### config.mk
export PLATFORM = sky130hd
export DESIGN_NAME = nibble_sort_engine
export DESIGN_NICKNAME = d
export VERILOG_FILES = /design/src/rtl/nibble_sort_pkg.sv /design/src/rtl/nibble_sort_engine_cmp_swap.sv /design/src/rtl/nibble_sort_engine.sv
export SDC_FILE = /design/constraint.sdc
export NUM_CORES = 1
export LEC_CHECK = 0
export ABC_AREA = 1
export CAP_MARGIN = 40
export CORE_ASPECT_RATIO = 1.4
export CORE_MARGIN = 2
export CORE_UTILIZATION = 55
export CTS_CLUSTER_DIAMETER = 80
export DETAILED_ROUTE_END_ITERATION = 16
export GPL_TIMING_DRIVEN = 0
export PLACE_DENSITY_LB_ADDON = 0.2
export RECOVER_POWER = 100
export SKIP_CTS_REPAIR_TIMING = 1
export SLEW_MARGIN = 25
export SYNTH_ARGS = -nofsm -noshare
export SYNTH_HDL_FRONTEND = slang
export SYNTH_SLANG_ARGS = --single-unit
export TNS_END_PERCENT = 10
### constraint.sdc
create_clock -name clk -period 3.95 [get_ports clk]
set_input_delay 0.5925 -clock clk [delete_from_list [all_inputs] [get_ports clk]]
set_output_delay 0.5925 -clock clk [all_outputs]
set_load 0.01 [all_outputs]
### src/rtl/nibble_sort_pkg.sv
// nibble_sort_pkg
//   Shared types and constants for the nibble sort engine.
//   NIB_W     : element width handled by the compare cell
//   MAX_DEPTH : largest supported burst length
//   state_t   : engine FSM states (load -> sort -> drain)
package nibble_sort_pkg;

   localparam int unsigned NIB_W     = 4;
   localparam int unsigned MAX_DEPTH = 16;

   typedef enum logic [1:0] {
      ST_LOAD,
      ST_SORT,
      ST_DRAIN
   } state_t;

endpackage

### src/rtl/nibble_sort_engine_cmp_swap.sv
// nibble_cmp_swap
//   Combinational magnitude compare-and-swap decision for two nibbles.
//   a, b     : operands, a sits at the lower buffer index
//   desc     : 1 = descending order requested
//   a_gt_b   : a > b
//   a_lt_b   : a < b
//   eq       : a == b
//   do_swap  : operands are out of order for the requested direction;
//              equal operands never swap so the sort stays stable
module nibble_cmp_swap
   import nibble_sort_pkg::*;
(
   input  logic [NIB_W-1:0] a,
   input  logic [NIB_W-1:0] b,
   input  logic             desc,
   output logic             a_gt_b,
   output logic             a_lt_b,
   output logic             eq,
   output logic             do_swap
);

   always_comb begin
      a_gt_b  = (a > b);
      a_lt_b  = (a < b);
      eq      = (a == b);
      do_swap = desc ? a_lt_b : a_gt_b;
   end

endmodule

### src/rtl/nibble_sort_engine.sv
// nibble_sort_engine
//   Buffers a burst of up to DEPTH nibbles, bubble-sorts it in place using a
//   single shared compare-and-swap cell (one compare per clock), then streams
//   the sorted burst out.
//   Optional build macro: SORT_STATS_EN adds the swap_cnt output and counter.
//   clk, rst            : rising-edge clock, asynchronous active-high reset
//   desc                : sort direction, captured with the first element
//   in_valid/in_ready   : input handshake (ready only while loading)
//   in_data, in_last    : element and end-of-burst marker
//   out_valid/out_ready : output handshake (valid only while draining)
//   out_data, out_last  : sorted element and end-of-burst marker
//   busy                : sorting or draining
//   swap_cnt            : swaps performed for the current burst (stats build)
module nibble_sort_engine
   import nibble_sort_pkg::*;
#(
   parameter int unsigned DEPTH = 8,
   parameter int unsigned W     = 4
)(
   input  logic         clk,
   input  logic         rst,
   input  logic         desc,
   input  logic         in_valid,
   output logic         in_ready,
   input  logic [W-1:0] in_data,
   input  logic         in_last,
   output logic         out_valid,
   input  logic         out_ready,
   output logic [W-1:0] out_data,
   output logic         out_last,
   output logic         busy
`ifdef SORT_STATS_EN
   ,
   output logic [7:0]   swap_cnt
`endif
);

   localparam int unsigned CW = $clog2(DEPTH) + 1;
   localparam int unsigned IW = $clog2(DEPTH);

   state_t          state_q, state_d;
   logic [CW-1:0]   count_q, count_d;
   logic [CW-1:0]   i_q, i_d;
   logic [CW-1:0]   pass_q, pass_d;
   logic [CW-1:0]   rd_q, rd_d;
   logic            swapped_q, swapped_d;
   logic            desc_q, desc_d;
   logic [W-1:0]    mem_q [DEPTH];

   logic [IW-1:0]   idx_a, idx_b;
   logic            cmp_gt, cmp_lt, cmp_eq, cmp_swap;
   logic            unused_cmp;
   logic [CW-1:0]   cnt_inc;
   logic            pass_end;
   logic            load_fire;
   logic            swap_fire;

   // Compare positions i and i+1; i never exceeds DEPTH-2 so i+1 fits IW bits.
   always_comb begin
      idx_a      = i_q[IW-1:0];
      idx_b      = idx_a + IW'(1);
      unused_cmp = cmp_gt ^ cmp_lt ^ cmp_eq;
   end

   nibble_cmp_swap u_cmp (
      .a       (mem_q[idx_a]),
      .b       (mem_q[idx_b]),
      .desc    (desc_q),
      .a_gt_b  (cmp_gt),
      .a_lt_b  (cmp_lt),
      .eq      (cmp_eq),
      .do_swap (cmp_swap)
   );

   // State register and counters
   always_ff @(posedge clk or posedge rst) begin
      if (rst) begin
         state_q   <= ST_LOAD;
         count_q   <= '0;
         i_q       <= '0;
         pass_q    <= '0;
         rd_q      <= '0;
         swapped_q <= 1'b0;
         desc_q    <= 1'b0;
      end else begin
         state_q   <= state_d;
         count_q   <= count_d;
         i_q       <= i_d;
         pass_q    <= pass_d;
         rd_q      <= rd_d;
         swapped_q <= swapped_d;
         desc_q    <= desc_d;
      end
   end

   // Buffer storage; contents are don't-care until loaded, so no reset.
   always_ff @(posedge clk) begin
      if (load_fire) begin
         mem_q[count_q[IW-1:0]] <= in_data;
      end else if (swap_fire) begin
         mem_q[idx_a] <= mem_q[idx_b];
         mem_q[idx_b] <= mem_q[idx_a];
      end
   end

   // Next-state logic
   always_comb begin
      state_d   = state_q;
      count_d   = count_q;
      i_d       = i_q;
      pass_d    = pass_q;
      rd_d      = rd_q;
      swapped_d = swapped_q;
      desc_d    = desc_q;
      cnt_inc   = count_q + CW'(1);
      // Last compare of a pass sits at n-2-pass; n >= 2 whenever this is used.
      pass_end  = (i_q == (count_q - CW'(2) - pass_q));
      load_fire = (state_q == ST_LOAD) && in_valid;
      swap_fire = (state_q == ST_SORT) && cmp_swap;

      unique case (state_q)
         ST_LOAD: begin
            if (in_valid) begin
               count_d = cnt_inc;
               if (count_q == '0) desc_d = desc;
               if (in_last || (cnt_inc == CW'(DEPTH))) begin
                  if (cnt_inc == CW'(1)) begin
                     state_d = ST_DRAIN;
                     rd_d    = '0;
                  end else begin
                     state_d   = ST_SORT;
                     i_d       = '0;
                     pass_d    = '0;
                     swapped_d = 1'b0;
                  end
               end
            end
         end
         ST_SORT: begin
            i_d       = i_q + CW'(1);
            swapped_d = swapped_q | cmp_swap;
            if (pass_end) begin
               if (!(swapped_q || cmp_swap) || (pass_q == (count_q - CW'(2)))) begin
                  state_d = ST_DRAIN;
                  rd_d    = '0;
               end else begin
                  pass_d    = pass_q + CW'(1);
                  i_d       = '0;
                  swapped_d = 1'b0;
               end
            end
         end
         ST_DRAIN: begin
            if (out_ready) begin
               rd_d = rd_q + CW'(1);
               if (rd_q == (count_q - CW'(1))) begin
                  state_d = ST_LOAD;
                  count_d = '0;
               end
            end
         end
         default: state_d = ST_LOAD;
      endcase
   end

   // Outputs
   always_comb begin
      in_ready  = (state_q == ST_LOAD);
      out_valid = (state_q == ST_DRAIN);
      busy      = (state_q != ST_LOAD);
      out_data  = (state_q == ST_DRAIN) ? mem_q[rd_q[IW-1:0]] : '0;
      out_last  = (state_q == ST_DRAIN) && (rd_q == (count_q - CW'(1)));
   end

`ifdef SORT_STATS_EN
   logic [7:0] swap_cnt_q;

   // Cleared as the final element drains, held through DRAIN for readout.
   always_ff @(posedge clk or posedge rst) begin
      if (rst) begin
         swap_cnt_q <= '0;
      end else if ((state_q == ST_DRAIN) && out_ready && (rd_q == (count_q - CW'(1)))) begin
         swap_cnt_q <= '0;
      end else if (swap_fire && (swap_cnt_q != 8'hFF)) begin
         swap_cnt_q <= swap_cnt_q + 8'd1;
      end
   end

   always_comb swap_cnt = swap_cnt_q;
`endif

endmodule

==> qor.yml, run 1 <==
setup_path:
  slowest_delay_ns: 0.37
  critPathCapture: "mem_q[6][1]"
  ff2ff_path_depth: 15
  rr_startpoint: "i_q[1]"
  path_max_fanout: 10
  ff2ff_setup_slack_ns: 0.25
  critical_path_class: "flop to flop"
  critPathRequiredTime_ns: 3.98
  cp_slowest_cell: "a21oi_1"
  critPathCaptureType: "flop"
  cp.arrival_ns: 3.72
  r2r-end: "mem_q[6][1]"
  cp-start-kind: "flop"
  startpoint: "i_q[1]"
  crit_chain: "clkbuf_1 -> buf_2 -> inv_1 -> a21oi_1 -> a31oi_4 -> ha_1 -> a21oi_1 -> nand3_1 -> nand2_1 -> nand2_4 -> nor2_2 -> a21oi_1 -> nor2_1 -> nand2_1 -> nand2_1"
pwr:
  leakage_nw: 2.13
  clkPwrFrac: 0.088
  p_seq_frac: 0.226
  comb_power_share: 0.686
  power_density_nw_per_um2: 925
  swShare: 0.540
  p_sw_mw: 2.30
  ir_drop_mv: 0.500
  p_int_mw: 1.97
grt:
  grt_pass1_wl_um: 19700
  grt_use_total: 0.306
  grt_start_max_net_pins: 21
  grt.overflow.total: 0
  grt_pass1_vias: 4044
  antenna_found_initial: 0
drt:
  drc: 0
  wire_per_inst_um: 16.9
  num_vias: 4140
  drtPass1Iterations: 5
  drtAntennaViolNets: 0
  first_iter_violations: 259
  routed_wl_um: 12200
  avgViaCountPerCell: 5.77
layout:
  n_antenna_cell: 0
  num-nets-final: 647
  syn_to_final_growth_pct: 10.1
  drive_gt1_frac: 0.0789
  fin_util: 0.628
synth:
  syn_inst: 593
  ys_types: 42
  synthesis.nets: 620
  synth_area_um2: 4190
  synth.avg_cell_area_um2: 7.07
  ys_warn_count: 0
  yosysSeqAreaShare: 0.348
  synth_seq_cells: 52
cts:
  htreeDepth: 2
  cts_buffers: 5
  cts_tree: "built"
  clock_latency_ns: 0.32
  clkSinkCount: 52
  cts_root_buf: "clkbuf_8"
  cts_buffer_depth: 2
  clkTransAtPathRegs_ns: 0.10
timing:
  worst_pin_slew_ns: 0.697
  maxSlewViolCount: 0
  clock_skew_ns: 0.0144
  fin_crit_sh: 0.936
  relSlewSlack: 0.533
  rsz0062_at_grt: "no"
  fin_setup_tns_ns: 0
  finalCriticalPeriod_ns: 3.70
  final-setup-viol-count: 0
  max_freq_mhz: 271
  hold_violations: 0
die:
  start_util: 0.570
  die_height_um: 107
  core_um2: 7360
  die_area_um2: 8350
  io_pins: 18
  fp-row-count: 37
  die_x_um: 77.8
job:
  drv_cap: 0
placement:
  port_buffers: 17
  routabilityCongestion: 0.985
  hpwlAfterDp_um: 9480
outcome:
  status: "finished clean"
min_path:
  hold_path_class: "flop to flop"
==> per-layer routing <==
layer | share of wire | vias to the layer above | global-route usage
met5 | 0 | - | 0
met4 | 0.053 | 0 | 0.175
met3 | 0.049 | 39 | 0.0302
met2 | 0.53 | 172 | 0.571
met1 | 0.37 | 1910 | 0.332
li1 | - | 2019 | -
==> how the worst min path moves through the flow <==
stage / startpoint / end / slack [ns] / depth (start not counted)
finish: swapped_q / swapped_q / 0.52 / 2
global route: swapped_q / swapped_q / 0.56 / 2
CTS: pass_q[3] / pass_q[3] / 0.52 / 2
detailed placement: pass_q[3] / pass_q[3] / 0.50 / 2
global placement: swapped_q / swapped_q / 0.48 / 2
floorplan: swapped_q / swapped_q / 0.45 / 2
==> area by class of cell <==
type	count	area [µm²]
fillers	665	2740
multi-input cells	451	2380
flip-flops and latches	52	1460
inverters	71	267
repair buffers	20	189
well taps	97	121
plain buffers	19	85.1
clock buffers	5	68.8
clock inverters	3	42.5
==> cells in the final DEF, fill, tap and decap left out, drive strengths merged, types with 16 or more instances in the layout <==
master / instances
a21oi: 28
clkbuf: 16
dfrtp: 20
edfxtp: 32
ha: 16
inv: 67
nand2: 180
nand3: 51
nor2: 50
o21ai: 68
==> flip-flops by register name, summed over array words and instances, names as in the netlist <==
| signal | cells |
|---|---|
| mem_q | 32 |
| count_q | 4 |
| i_q | 4 |
| desc_q | 1 |
| rd_q | 4 |
| swapped_q | 1 |
| state_q | 2 |
| pass_q | 4 |
==> power groups by stage <==
stage	clock network (mW)	logic, mW	registers [mW]
2_1_floorplan	0	2.10	0.930
6_report	0.377	2.93	0.964
3_3_place_gp	0	2.78	0.973
4_1_cts	0.383	2.88	0.964
3_5_place_dp	0	2.86	0.976
5_1_grt	0.402	3.31	0.982
==> worst max-delay path, delay by kind of cell, from the launching register on <==
family          cells  cell delay [ns]
simple gates        7             1.13
compound gates      4             0.79
buf+inv             3             0.76
fa+ha+maj           1             0.37
flops               1             0.36
==> synth_stat cells, drive strengths merged <==
cell / number / area share
mux2: 1 / 0.0027
o2bb2ai: 2 / 0.0042
fa: 1 / 0.0048
inv: 68 / 0.061
nand2: 180 / 0.17
buf: 9 / 0.011
xnor2: 3 / 0.0063
nor2: 50 / 0.060
a22o: 2 / 0.0042
clkbuf: 10 / 0.0090
or2: 5 / 0.0075
mux2i: 3 / 0.0072
nand3: 51 / 0.062
dfrtp: 20 / 0.12
o21ai: 68 / 0.082
o21bai: 1 / 0.0018
clkinv: 3 / 0.0027
xor2: 9 / 0.019
and3: 1 / 0.0015
o22ai: 6 / 0.010
o211ai: 8 / 0.014
edfxtp: 32 / 0.23
a21oi: 28 / 0.033
nand4: 8 / 0.012
ha: 16 / 0.048
a31oi: 8 / 0.018
==> cells by family after synthesis <==
group                    Yosys count  synth area share
AND/OR/NAND/NOR                  295             0.311
AO/OA/AOI/OAI                    123             0.169
buffers and inverters             90            0.0841
flip-flops                        52             0.348
adder cells (fa/ha/maj)           17            0.0525
XOR/XNOR                          12            0.0251
multiplexers                       4           0.00984
==> per-stage QoR <==
stage                     setup WS (ns)  total power, mW  cells  cell area, µm²  hold WS, ns
after floorplan                   0.998             3.03    593            4190        0.453
after global placement            0.148             3.76    707            4490        0.484
after detailed placement         0.0804             3.84    707            4490        0.502
after CTS                        0.0825             4.22    715            4600        0.523
after global routing            0.00787             4.69    718            4620        0.565
final                             0.255             4.27    718            4620        0.522
Note: power is estimated with default switching activity, not from simulation.
==> inputs of run 2 (changes only) <==
--- a/config.mk
+++ b/config.mk
@@ -9,12 +9,13 @@
 export CAP_MARGIN = 40
 export CORE_ASPECT_RATIO = 1.4
 export CORE_MARGIN = 2
-export CORE_UTILIZATION = 55
+export CORE_UTILIZATION = 30
 export CTS_CLUSTER_DIAMETER = 80
 export DETAILED_ROUTE_END_ITERATION = 16
 export GPL_TIMING_DRIVEN = 0
 export PLACE_DENSITY_LB_ADDON = 0.2
 export RECOVER_POWER = 100
+export REMOVE_ABC_BUFFERS = 1
 export SKIP_CTS_REPAIR_TIMING = 1
 export SLEW_MARGIN = 25
 export SYNTH_ARGS = -nofsm -noshare
==> run 2 against run 1 <==
Sequential cell count stayed put. Die area is 79% higher. Sequential share of layout area shrank 0.92 points. Routed wire length increased by 3.8%. Register-to-register slack better by 0.05 ns. Worst setup slack improved by 0.046 ns. Utilization decreased by 28 points. Sequential power grew 6%. Final area grew 3.2%. Largest power group unchanged.
==> qor.yml, run 2 (synthesis gave the netlist of run 1 again) <==
placement:
  routabilityCongestion: 0.885  # -10%
  hpwlAfterDp_um: 9690  # +2.2%
  port_buffers: 17  # unchanged
  dpl.cell_count: 779  # +10%
cts:
  htreeDepth: 2  # unchanged
  clkSinkCount: 52  # unchanged
  clock_latency_ns: 0.30  # -0.02 ns
  cts_tree: "built"
  clkTransAtPathRegs_ns: 0.07  # -0.03 ns
  cts_root_buf: "clkbuf_16"
  cts_buffers: 5  # unchanged
  cts_buffer_depth: 2  # unchanged
layout:
  largest_reg_flops: 32  # unchanged
  stdcell_count: 787  # +9.6%
  final_cell_mix: "nand2_1 (173), o21ai_0 (61), inv_1 (60)"
  fill_cells: 1506  # +130%
  max_flop_register: "mem_q"
  n_antenna_cell: 0  # unchanged
  num-nets-final: 629  # -2.8%
  drive_gt1_frac: 0.0764  # -0.00249
  fin_util: 0.346  # -0.282
  final_common_cell: "nand2_1"
  syn_to_final_growth_pct: 13.6
die:
  die_area_um2: 15000  # +79%
  io_pins: 18  # unchanged
  fp-row-count: 51  # +38%
  die_height_um: 144  # +34%
  die_x_um: 104  # +34%
  core_um2: 13800  # +87%
  start_util: 0.304  # -0.265
setup_path:
  critPathCaptureType: "flop"
  cp-start-kind: "flop"
  cp.arrival_ns: 3.65  # -0.07 ns
  rr_startpoint: "i_q[0]"
  critical_path_class: "flop to flop"
  path_max_fanout: 43  # +33
  critPathRequiredTime_ns: 3.95  # -0.03 ns
  startpoint: "i_q[0]"
timing:
  max_freq_mhz: 274  # +1.2%
  finalCriticalPeriod_ns: 3.65  # -0.0455 ns
  whs_ns: 0.495  # -0.0268 ns
  worst_pin_slew_ns: 0.778  # +0.0805 ns
  rsz0062_at_grt: "no"
  final-setup-viol-count: 0  # unchanged
  maxSlewViolCount: 0  # unchanged
  relSlewSlack: 0.481  # -0.0520
  clock_skew_ns: 0.00551  # -0.00889 ns
  fin_crit_sh: 0.924  # -0.0115
  hold_violations: 0  # unchanged
drt:
  num_vias: 4003  # -3.3%
  routed_wl_um: 12600  # +3.8%
  drc: 0  # unchanged
  drtAntennaViolNets: 0  # unchanged
  avgViaCountPerCell: 5.09  # -12%
  wire_per_inst_um: 16.0  # -5.3%
  drtPass1Iterations: 5  # unchanged
  first_iter_violations: 233  # -10%
min_path:
  hold_path_class: "flop to flop"
  min_from: "swapped_q"
grt:
  grt.overflow.total: 0  # unchanged
  grt_use_total: 0.172  # -0.134
  grt_pass1_vias: 3895  # -3.7%
  grt_pass1_wl_um: 20000  # +1.3%
  grt_start_max_net_pins: 44  # +110%
  antenna_found_initial: 0  # unchanged
pwr:
  ir_drop_mv: 0.290  # -42%
  power_density_nw_per_um2: 935  # +1.1%
  leakage_nw: 2.13  # about the same
outcome:
  status: "finished clean"
job:
  drv_cap: 0  # unchanged
run 2: final cells by class:
class | instances | area [µm²] | share of cell area
clock inverters | 2 | 60.1 | 0.0126
flip-flops and latches | 52 | 1460 | 0.307
repair buffers | 21 | 216 | 0.0454
inverters | 71 | 269 | 0.0564
multi-input cells | 451 | 2400 | 0.504
well taps | 185 | 231 | 0.0486
clock buffers | 5 | 125 | 0.0263
run 2: path summary, 6_finish.rpt:
path | cells past startpoint | to | slack [ns]
worst min-delay path | 2 | swapped_q | 0.49
min in group asynchronous | 2 | pass_q[0] | 0.74
worst max register to register | 20 | mem_q[5][2] | 0.30
worst min register to register | 2 | swapped_q | 0.49
worst max-delay path | 20 | mem_q[5][2] | 0.30
max in group asynchronous | 3 | i_q[1] | 2.27
run 2: power breakdown:
| group | switching, mW | internal, mW | total (mW) | leakage, nW |
|---|---|---|---|---|
| Combinational | 1.95 | 0.916 | 2.86 | 1.49 |
| Clock | 0.213 | 0.360 | 0.573 | 0.0899 |
| Sequential | 0.184 | 0.836 | 1.02 | 0.554 |
| Total | 2.34 | 2.11 | 4.46 | 2.13 |
run 2: through the flow:
step	worst slack, ns	TNS [ns]	cell area [µm²]	total power [mW]
CTS	0.0384	0	4750	4.44
detailed placement	0.0503	0	4560	3.87
global route	0.0270	0	4770	4.87
floorplan	0.149	0	4110	2.98
global placement	-1.25	-81.06	4510	3.81
finish	0.300	0	4770	4.46
run 2: critical path, stage by stage, from the launching register on:
cell and delay, ns:
dfrtp_2 0.48, buf_12 0.20, ha_1 0.38, inv_1 0.13, nand2_2 0.14, nor2_1 0.07
nor2_1 0.09, and3_1 0.25, inv_1 0.08, ha_1 0.27, nand2_1 0.07, nor2_1 0.04
nor2_1 0.08, nand2_1 0.07, nand2_1 0.10, nand2_4 0.14, nor2_4 0.19, a21oi_1 0.07
nor2_2 0.18, nand2_1 0.12, nand2_1 0.17
run 2: metal layers:
metal  vias to the layer above  wire length, µm  GRT usage
met3                        23              403     0.0195
li1                       1984                -          -
met4                         0              490     0.0782
met1                      1895             5020      0.188
met2                       101             6690      0.331
met5                         -                0          0
==> inputs of run 3 (changes only) <==
--- a/config.mk
+++ b/config.mk
@@ -13,7 +13,6 @@
 export CTS_CLUSTER_DIAMETER = 80
 export DETAILED_ROUTE_END_ITERATION = 16
 export GPL_TIMING_DRIVEN = 0
-export PLACE_DENSITY_LB_ADDON = 0.2
 export RECOVER_POWER = 100
 export REMOVE_ABC_BUFFERS = 1
 export SKIP_CTS_REPAIR_TIMING = 1
==> run 3 against run 2 <==
Sequential cell count unchanged. Worst setup slack worse by 0.051 ns. Sequential power about the same. Combinational power up 4%. Largest power group unchanged.
==> qor.yml, run 3 (synthesis gave the netlist of run 1 again) <==
setup_path:
  path_max_fanout: 13  # -70%
  ff2ff_setup_slack_ns: 0.25  # -0.05 ns
  critical_path_class: "flop to flop"
  critical_path_depth: 16  # -20%
  cp.arrival_ns: 3.86  # +0.21 ns
  ff2ff_path_depth: 16  # -20%
  critPathCapture: "mem_q[4][1]"
  cp_slowest_cell: "or2_0"
  critPathRequiredTime_ns: 4.11  # +0.16 ns
  rr_startpoint: "i_q[0]"
  startpoint: "i_q[0]"
  critPathCaptureType: "flop"
  crit_chain: "inv_1 -> nand2_1 -> o21ai_0 -> a21oi_1 -> a31oi_4 -> ha_1 -> nand2_1 -> inv_1 -> nand2_1 -> nand3_1 -> nand2_1 -> nand2_4 -> inv_1 -> or2_0 -> nand3_1 -> nand2_1"
  cp_num_buf_inv: 3  # unchanged
  r2r-end: "mem_q[4][1]"
  critPathTopFamily: "simple AND/OR/NAND/NOR gates"
  slowest_delay_ns: 0.56  # +0.08 ns
  cpMostUsedCell: "nand2_1"
  cp-start-kind: "flop"
timing:
  finalCriticalPeriod_ns: 3.70  # +0.0515 ns
  final-setup-viol-count: 0  # unchanged
  hold_violations: 0  # unchanged
  rsz0062_at_grt: "no"
  maxSlewViolCount: 0  # unchanged
  max_freq_mhz: 270  # -1.4%
  clock_skew_ns: 0.00514  # -0.000368 ns
  worst_pin_slew_ns: 0.762  # -0.0154 ns
  relSlewSlack: 0.492  # +0.0103
  fin_crit_sh: 0.937  # +0.0130
drt:
  routed_wl_um: 12400  # -1.8%
  first_iter_violations: 456  # +96%
  drtPass1Iterations: 6  # +1
  drc: 0  # unchanged
  avgViaCountPerCell: 5.14  # +1.0%
  wire_per_inst_um: 15.6  # -2.7%
  drtAntennaViolNets: 0  # unchanged
  num_vias: 4080  # +1.9%
pwr:
  leakage_nw: 2.16  # +1.3%
  ir_drop_mv: 0.292  # +0.44%
  power_density_nw_per_um2: 947  # +1.3%
layout:
  n_antenna_cell: 0  # unchanged
  stdcell_count: 794  # +0.89%
  final_cell_mix: "nand2_1 (173), inv_1 (61), o21ai_0 (61)"
  fin_util: 0.349  # +0.00299
  num-nets-final: 636  # +1.1%
  largest_reg_flops: 32  # unchanged
  syn_to_final_growth_pct: 14.6
  max_flop_register: "mem_q"
  final_common_cell: "nand2_1"
  drive_gt1_frac: 0.0805  # +0.00405
die:
  die_height_um: 144  # unchanged
  start_util: 0.304  # unchanged
  core_um2: 13800  # unchanged
  fp-row-count: 51  # unchanged
  die_x_um: 104  # unchanged
  io_pins: 18  # unchanged
  die_area_um2: 15000  # unchanged
min_path:
  hold_path_class: "flop to flop"
grt:
  antenna_found_initial: 0  # unchanged
  grt_use_total: 0.163  # -0.00872
  grt_pass1_vias: 3830  # -1.7%
  grt.overflow.total: 0  # unchanged
  grt_pass1_wl_um: 19100  # -4.4%
  grt_start_max_net_pins: 45  # +2.3%
placement:
  port_buffers: 17  # unchanged
  dpl.cell_count: 779  # unchanged
  routabilityCongestion: 0.906  # +2.4%
  hpwlAfterDp_um: 9380  # -3.3%
cts:
  cts_root_buf: "clkbuf_16"
  clkSinkCount: 52  # unchanged
  cts_buffer_depth: 2  # unchanged
  cts_tree: "built"
  cts_buffers: 5  # unchanged
  htreeDepth: 2  # unchanged
  clock_latency_ns: 0.30  # about the same
  clkTransAtPathRegs_ns: 0.07  # about the same
outcome:
  status: "finished clean"
job:
  drv_cap: 0  # unchanged
run 3: metal layers:
layer | routed length [µm] | part of all wire | vias to the layer above | track usage
met5 | 0 | 0 | - | 0
met4 | 614 | 0.050 | 0 | 0.104
met3 | 538 | 0.043 | 42 | 0.0227
met2 | 6390 | 0.52 | 143 | 0.303
met1 | 4840 | 0.39 | 1894 | 0.173
li1 | - | - | 2001 | -
run 3: how the worst min path moves through the flow:
stage | from | to | slack (ns) | cells past startpoint
after global placement | swapped_q | swapped_q | 0.48 | 2
after detailed placement | pass_q[3] | pass_q[3] | 0.50 | 2
after floorplan | swapped_q | swapped_q | 0.45 | 2
after CTS | pass_q[3] | pass_q[3] | 0.52 | 2
after global routing | pass_q[3] | pass_q[3] | 0.55 | 2
final | pass_q[3] | pass_q[3] | 0.52 | 2
run 3: final cells by class:
cell class                      instances  area [µm²]
Sequential cell                        52        1460
Inverter                               71         267
Tap cell                              185         231
Clock inverter                          2        60.1
Timing Repair Buffer                   27         262
Clock buffer                            5         125
Multi-Input combinational cell        452        2400
Fill cell                            1514        8980
run 3: worst register-to-register path, cell delays in order, from the launching register on:
cell	delay, ns
dfrtp_2	0.52
inv_1	0.38
nand2_1	0.10
o21ai_0	0.12
a21oi_1	0.18
a31oi_4	0.41
ha_1	0.32
nand2_1	0.08
inv_1	0.04
nand2_1	0.07
nand3_1	0.09
nand2_1	0.12
nand2_4	0.12
inv_1	0.21
or2_0	0.56
nand3_1	0.14
nand2_1	0.12
run 3: metrics by stage:
step	setup WS (ns)	hold slack [ns]	total power [mW]	instance area [µm²]	setup TNS [ns]
6_report	0.249	0.517	4.55	4810	0
5_1_grt	0.0242	0.548	4.92	4810	0
4_1_cts	-0.00130	0.521	4.40	4750	-0.00516
3_5_place_dp	0.0202	0.503	3.83	4560	0
3_3_place_gp	-1.21	0.482	3.74	4510	-77.82
2_1_floorplan	0.149	0.453	2.98	4110	0
run 3: report_power, final:
group / switching [mW] / total, mW / leakage [nW] / internal (mW)
sequential: 0.188 / 1.02 / 0.554 / 0.836
combinational: 1.97 / 2.97 / 1.52 / 0.999
clock: 0.202 / 0.562 / 0.0899 / 0.360
total: 2.36 / 4.55 / 2.16 / 2.19
